File: config.mk
export PLATFORM = sky130hd
export DESIGN_NAME = enemy_spawn_ctrl
export DESIGN_NICKNAME = d
export VERILOG_FILES = /design/src/rtl/enemy_pkg.sv /design/src/rtl/frame_tick_gen.sv /design/src/rtl/enemy_spawn_ctrl.sv
export SDC_FILE = /design/constraint.sdc
export NUM_CORES = 1
export LEC_CHECK = 0
export ABC_AREA = 1
export BUFFER_PORTS_ARGS = -buffer_cell sky130_fd_sc_hd__buf_2
export CORE_AREA = 4 4 111 113
export CTS_CLUSTER_SIZE = 24
export DETAILED_ROUTE_END_ITERATION = 16
export DIE_AREA = 0 0 115 117
export PLACE_DENSITY_LB_ADDON = 0.05
export SYNTH_ARGS = -nofsm -noshare
export SYNTH_HDL_FRONTEND = slang
export SYNTH_HIERARCHICAL = 1
export SYNTH_SLANG_ARGS = --single-unit
export TNS_END_PERCENT = 50
File: constraint.sdc
create_clock -name Clk -period 3.67 [get_ports Clk]
set_input_delay 0.367 -clock Clk [delete_from_list [all_inputs] [get_ports Clk]]
set_output_delay 0.367 -clock Clk [all_outputs]
set_load 0.02 [all_outputs]
File: src/rtl/enemy_pkg.sv
// Shared enemy constants: FSM states, spawn point table, screen limits and sprite size.
// Pure definitions, so no latency or flow control applies.
package enemy_pkg;

    typedef enum logic [1:0] {
        ST_IDLE = 2'd0,
        ST_RUN  = 2'd1,
        ST_REQ  = 2'd2,
        ST_OVER = 2'd3
    } state_t;

    localparam logic [8:0] SCREEN_X_MAX = 9'd319;
    localparam logic [8:0] SCREEN_Y_MAX = 9'd239;
    localparam logic [8:0] SPRITE_SIZE  = 9'd26;

    // Top-left corners of the four spawn points.
    localparam logic [8:0] SPAWN_X [4] = '{9'd4, 9'd290, 9'd4, 9'd290};
    localparam logic [8:0] SPAWN_Y [4] = '{9'd4, 9'd4, 9'd210, 9'd210};

    // Keeps a sprite's top-left corner far enough from the edge that the sprite stays on screen.
    function automatic logic [8:0] clamp_pos(input logic [8:0] pos, input logic [8:0] lim);
        logic [8:0] edge_pos;
        edge_pos = lim - SPRITE_SIZE + 9'd1;
        return (pos > edge_pos) ? edge_pos : pos;
    endfunction

endpackage

File: src/rtl/frame_tick_gen.sv
// Turns a slow frame clock into a single-cycle tick on its rising edge.
// Tick appears 2 clk cycles after the edge; free running, no backpressure.
module frame_tick_gen (
    input  logic clk,
    input  logic rst_n,
    input  logic frame_clk,
    output logic tick
);

    logic sync_q;
    logic prev_q;

    always_ff @(posedge clk or negedge rst_n) begin
        if (!rst_n) begin
            sync_q <= 1'b0;
            prev_q <= 1'b0;
            tick   <= 1'b0;
        end else begin
            sync_q <= frame_clk;
            prev_q <= sync_q;
            tick   <= sync_q & ~prev_q;
        end
    end

endmodule

File: src/rtl/enemy_spawn_ctrl.sv
// Enemy slot scheduler: spawns into the lowest free slot every interval frames, holds a request until spawn_ack.
// Kills shorten the interval per wave; SPAWN_LFSR_EN selects an LFSR spawn point instead of round-robin.
module enemy_spawn_ctrl
    import enemy_pkg::*;
#(
    parameter int NUM_SLOTS      = 4,
    parameter int SPAWN_INTERVAL = 120,
    parameter int MIN_INTERVAL   = 30,
    parameter int INTERVAL_STEP  = 8,
    parameter int KILLS_PER_WAVE = 8
) (
    input  logic                 Clk,
    input  logic                 Reset_n,
    input  logic                 frame_clk,
    input  logic                 game_start,
    input  logic                 game_over,
    input  logic                 kill_valid,
    input  logic [2:0]           kill_slot,
    input  logic                 spawn_ack,
    output logic                 spawn_valid,
    output logic [2:0]           spawn_slot,
    output logic [8:0]           spawn_x,
    output logic [8:0]           spawn_y,
    output logic [NUM_SLOTS-1:0] slot_alive,
    output logic [15:0]          kill_count,
    output logic [3:0]           wave
);

    localparam int CW = 16;
    localparam logic [CW-1:0] INT_INIT  = CW'(SPAWN_INTERVAL);
    localparam logic [CW-1:0] INT_MIN   = CW'(MIN_INTERVAL);
    localparam logic [CW-1:0] INT_STEP  = CW'(INTERVAL_STEP);
    localparam logic [7:0]    KPW_LAST  = 8'(KILLS_PER_WAVE - 1);

    state_t         state;
    logic [CW-1:0]  frame_cnt;
    logic [CW-1:0]  interval;
    logic [CW-1:0]  next_interval;
    logic [7:0]     wave_kills;
    logic           held;
    logic           tick;
    logic           active;
    logic           kill_hit;
    logic           free_any;
    logic           expired;
    logic [2:0]     free_slot;
    logic [1:0]     pt_idx;
    logic [NUM_SLOTS-1:0] kill_mask;
    logic [NUM_SLOTS-1:0] ack_mask;
    logic [NUM_SLOTS-1:0] alive_nxt;

    frame_tick_gen u_frame_tick (
        .clk       (Clk),
        .rst_n     (Reset_n),
        .frame_clk (frame_clk),
        .tick      (tick)
    );

    // Kills are qualified against the pre-update alive bits; free-slot search looks at post-update bits
    // so a freed slot can be requested in the same cycle it dies.
    always_comb begin
        kill_mask = '0;
        ack_mask  = '0;
        free_any  = 1'b0;
        free_slot = 3'd0;
        active    = (state == ST_RUN) || (state == ST_REQ);
        for (int i = 0; i < NUM_SLOTS; i++) begin
            if (active && kill_valid && (kill_slot == 3'(i)) && slot_alive[i])
                kill_mask[i] = 1'b1;
            if ((state == ST_REQ) && spawn_ack && (spawn_slot == 3'(i)))
                ack_mask[i] = 1'b1;
        end
        kill_hit  = |kill_mask;
        alive_nxt = (slot_alive & ~kill_mask) | ack_mask;
        for (int i = NUM_SLOTS - 1; i >= 0; i--) begin
            if (!alive_nxt[i]) begin
                free_any  = 1'b1;
                free_slot = 3'(i);
            end
        end
        expired       = frame_cnt >= (interval - 1'b1);
        next_interval = (interval >= INT_MIN + INT_STEP) ? (interval - INT_STEP) : INT_MIN;
    end

`ifdef SPAWN_LFSR_EN
    logic [7:0] lfsr;

    always_ff @(posedge Clk or negedge Reset_n) begin
        if (!Reset_n)
            lfsr <= 8'hA5;
        else if (tick)
            lfsr <= {lfsr[6:0], lfsr[7] ^ lfsr[5] ^ lfsr[4] ^ lfsr[3]};
    end

    assign pt_idx = lfsr[1:0];
`else
    logic [1:0] sp_idx;
    logic       ack_fire;

    assign ack_fire = (state == ST_REQ) && spawn_ack && !game_over;

    always_ff @(posedge Clk or negedge Reset_n) begin
        if (!Reset_n)
            sp_idx <= 2'd0;
        else if (ack_fire)
            sp_idx <= sp_idx + 2'd1;
    end

    assign pt_idx = sp_idx;
`endif

    always_ff @(posedge Clk or negedge Reset_n) begin
        if (!Reset_n) begin
            state       <= ST_IDLE;
            frame_cnt   <= '0;
            interval    <= INT_INIT;
            wave_kills  <= '0;
            held        <= 1'b0;
            spawn_valid <= 1'b0;
            spawn_slot  <= 3'd0;
            spawn_x     <= 9'd0;
            spawn_y     <= 9'd0;
            slot_alive  <= '0;
            kill_count  <= 16'd0;
            wave        <= 4'd0;
        end else if (game_over) begin
            state       <= ST_OVER;
            spawn_valid <= 1'b0;
            slot_alive  <= '0;
            held        <= 1'b0;
        end else begin
            if (kill_hit) begin
                if (kill_count != 16'hFFFF)
                    kill_count <= kill_count + 16'd1;
                if (wave_kills == KPW_LAST) begin
                    wave_kills <= '0;
                    interval   <= next_interval;
                    if (wave != 4'hF)
                        wave <= wave + 4'd1;
                end else begin
                    wave_kills <= wave_kills + 8'd1;
                end
            end
            if (active)
                slot_alive <= alive_nxt;

            case (state)
                ST_IDLE: begin
                    if (game_start) begin
                        state      <= ST_RUN;
                        frame_cnt  <= '0;
                        held       <= 1'b0;
                        kill_count <= 16'd0;
                        wave       <= 4'd0;
                        wave_kills <= '0;
                        interval   <= INT_INIT;
                    end
                end
                ST_RUN: begin
                    // held remembers an expiry that found every slot occupied
                    if ((tick && expired) || held) begin
                        if (free_any) begin
                            state       <= ST_REQ;
                            frame_cnt   <= '0;
                            held        <= 1'b0;
                            spawn_valid <= 1'b1;
                            spawn_slot  <= free_slot;
                            spawn_x     <= clamp_pos(SPAWN_X[pt_idx], SCREEN_X_MAX);
                            spawn_y     <= clamp_pos(SPAWN_Y[pt_idx], SCREEN_Y_MAX);
                        end else begin
                            held      <= 1'b1;
                            frame_cnt <= interval - 1'b1;
                        end
                    end else if (tick) begin
                        frame_cnt <= frame_cnt + 1'b1;
                    end
                end
                ST_REQ: begin
                    if (tick && !expired)
                        frame_cnt <= frame_cnt + 1'b1;
                    if (spawn_ack) begin
                        spawn_valid <= 1'b0;
                        state       <= ST_RUN;
                    end
                end
                default: begin
                    state <= ST_IDLE;
                end
            endcase
        end
    end

endmodule

==> qor.yml <==
run_status:
  status: "finished clean"
sta:
  maxSlewHeadroom_pct: 43.4
  tightest_slew_ps: 849
  max_freq_mhz: 304
  finalClockSkew_ps: 5.92
  min_period_ps: 3290
  setup_violations: 0
  drv_slew: 0
  final.setup.worst_slack_ps: 382
  hold_viol: 0
  rsz0062_at_grt: "false"
  period_share_pct: 89.6
  tns_ps: 0
routing:
  vias: 5558
  routedWlPerCell_um: 14.3
  dr.pass1.iters: 5
  post-route-drc-count: 0
  drtAntennaViolNets: 0
  wl_um: 14800
  maxUsedRoutingLayer: "met4"
  met3_length_um: 586
  met1_length_um: 6790
  wl_met2_um: 7020
  routed_via_density: 5.38
  first_iter_violations: 400
yosys:
  seq_area_frac_synth_pct: 32.4
  yosysMostFrequentCell: "nand2_1"
  synth_warnings: 6
  yosysTopAreaCell: "dfrtp_1"
  synth_top_family_by_area: "simple AND/OR/NAND/NOR gates"
  synth_flop_cell: "dfrtp_1"
  muxShareOfSynthArea_pct: 0
  synth_top_area_share_pct: 30.7
  yosys.area_share.simple_pct: 35.8
  syn_area_um2: 6110
  synth_edf_count: 0
  synth_compound_area_share_pct: 8.68
  synth_xor_area_share_pct: 5.88
  ys_ff_latch: 79
  synth.area.top_cells: "dfrtp_1 31%, nand2_1 15%, inv_1 6.3%, ha_1 6.1%, nand3_1 4.9%"
  postSynth.asyncResetShare_pct: 100
  ys_types: 48
  ys_top_cells_by_count: "245 x nand2_1, 103 x inv_1, 75 x dfrtp_1, 67 x nor2_1, 60 x nand3_1"
  synthAdderAreaFrac_pct: 6.14
  synth_area_per_cell_um2: 7.17
  synthCells: 852
worst_setup_path:
  cp_num_cells: 19
  cp_common_cell: "nand2_1"
  required_ps: 3900
  critPathCaptureType: "register"
  reg2reg_to: "spawn_y[2]"
  r2r_cells: 19
  reg2reg_from: "interval[3]"
  max_stage_delay_ps: 580
  cp_slowest_cell: "dfstp_2"
  path_cells: "inv_2, ha_1, nand2_1, inv_1, nand2_1, inv_1, nand2_1, xor2_1, inv_1, ha_1, nand2_1, nor3_1, nand2_1, nand2_1, nand2_2, nand2_2, nand3_4, nand2_1, o21ai_2"
  crit_path_end: "spawn_y[2]"
  cp.arrival_ps: 3520
  path_class: "reg2reg"
  cp_top_family: "simple AND/OR/NAND/NOR gates"
  cp_max_fo: 20
  critPathLaunch: "interval[3]"
  crit_buf_inv: 4
  startpoint_type: "register"
  r2r_slack_ps: 380
cells_and_area:
  syn_to_final_growth_pct: 8.48
  post-route-util_pct: 58.5
  final-seq-area_um2: 1980
  stdcell_count: 1034
  fillCellCount: 1057
  multi_input_area_um2: 3490
  antenna_cells: 0
  nets: 927
  drive_above_1_share_pct: 14.3
global_route:
  grt-ovfl-total: 0
  grt_max_degree: 66
  grt_pass1_vias: 5298
  antenna_found_initial: 0
  grt_pass1_wl_um: 25200
  grt_usage_pct: 23.2
die:
  io-pin-count: 56
  die-height_um: 117
  die_w_um: 115
  dieArea_um2: 13500
  row_count: 39
  core_area_um2: 11300
  start_util_pct: 54.0
clock_network:
  cts_tree: "done"
  clock_latency_ps: 350
  cts_root_buf: "clkbuf_16"
  numCtsBuffers: 9
  cts_num_sinks: 79
  h-tree-depth: 3
  clkTransAtPathRegs_ps: 60
  max-clock-path-buffers: 2
  ctsHoldBuffers: 0
placement:
  dp.cells: 1019
  port_buffers: 45
  dpl.hpwl_um: 11000
  dpl_worst_slack_ps: 294
  routabilityCongestion: 0.921
power:
  max-vdd-ir-drop_mv: 0.384
  power_density_nw_per_um2: 504
  pwr-share-comb_pct: 37.3
  p_seq_share_pct: 35.7
  cell_internal_pwr_w: 0.00195
  pwr-share-clk_pct: 27.1
  p_switching_w: 0.00139
  switching_share_pct: 41.7
  p_leak_nw: 3.50
run:
  cap_violations: 0
min_path:
  hp-class: "in2async"
==> timing repair <==
action / in CTS / in global routing
setup endpoints to repair: 0 / 6
resized for setup: 0 / 1
setup buffers: 0 / 0
==> worst reg2reg max path, cell delays in order, from the launching register on <==
cell     delay (ps)
dfstp_2         580
inv_2            80
ha_1            240
nand2_1          80
inv_1            50
nand2_1         100
inv_1            80
nand2_1          70
xor2_1          220
inv_1            70
ha_1            290
nand2_1          80
nor3_1          210
nand2_1         100
nand2_1          80
nand2_2         100
nand2_2         320
nand3_4         240
nand2_1         140
o21ai_2          60
==> final cells by class <==
cell class,count,share of cell area (%)
sequential,79,29.9
inverter,111,6.29
clock buffer,12,3.72
clock inverter,3,0.661
multi-input combinational,636,52.7
timing repair buffer,50,4.00
tap,143,2.70
==> sequential cells by signal (all words and copies together) (netlist names), 4 cells and up <==
signal,cells
wave,4
interval,16
kill_count,16
slot_alive,4
frame_cnt,16
wave_kills,8
==> worst min path at each step <==
stage                     cells after the start  slack (ps)           startpoint                  end
after floorplan                               0          70              Reset_n         frame_cnt[0]
after global placement                        0         390  u_frame_tick/sync_q  u_frame_tick/prev_q
after detailed placement                      1         400  u_frame_tick/prev_q    u_frame_tick/tick
after CTS                                     1         120            frame_clk  u_frame_tick/sync_q
after global routing                          1         120            frame_clk  u_frame_tick/sync_q
final                                         1         130              Reset_n         frame_cnt[4]
==> power groups by stage <==
| stage | combinational (W) | clock (W) | sequential (W) |
|---|---|---|---|
| 2_1_floorplan | 0.000859 | 0 | 0.00126 |
| 3_3_place_gp | 0.00121 | 0 | 0.00120 |
| 3_5_place_dp | 0.00125 | 0 | 0.00120 |
| 4_1_cts | 0.00125 | 0.000929 | 0.00119 |
| 5_1_grt | 0.00141 | 0.000953 | 0.00122 |
| 6_report | 0.00124 | 0.000905 | 0.00119 |
==> logic make-up after synthesis <==
group                    count (synthesis)
XOR/XNOR                                41
flip-flops                              79
AO/OA/AOI/OAI                           89
buffers and inverters                  146
adder cells (fa/ha/maj)                 30
other                                    1
AND/OR/NAND/NOR                        466
==> cell usage in the layout (no fill, tap or decap), drive strengths merged, types with 2 or more instances in the layout <==
cell type,netlist,final
xor2,32,32
nor4,3,3
conb,1,10
nor3,17,17
buf,26,50
nand4,28,28
a21oi,24,24
dfrtp,75,75
clkinv,2,4
nor2,83,83
o21ai,49,49
clkbuf,9,12
nand2,260,260
o2111ai,4,4
nand3,67,67
ha,30,30
nand3b,2,2
inv,109,109
and3,2,2
o22ai,5,5
a22oi,3,3
nor3b,2,2
xnor2,9,9
dfstp,4,4
==> stage by stage <==
| stage | total power [W] | cell area [um2] | hold WS (ps) |
|---|---|---|---|
| final | 0.00334 | 6630 | 128 |
| after CTS | 0.00337 | 6620 | 117 |
| after detailed placement | 0.00245 | 6330 | 401 |
| after floorplan | 0.00211 | 6140 | 71.4 |
| after global placement | 0.00241 | 6330 | 392 |
| after global routing | 0.00358 | 6630 | 121 |
==> routing by layer <==
metal | vias up | GRT usage [%]
met3 | 27 | 4.47
met1 | 2612 | 30.6
met4 | 0 | 8.53
met5 | - | 0
met2 | 129 | 38.2
li1 | 2790 | -
(Power assumes the default switching activity.)
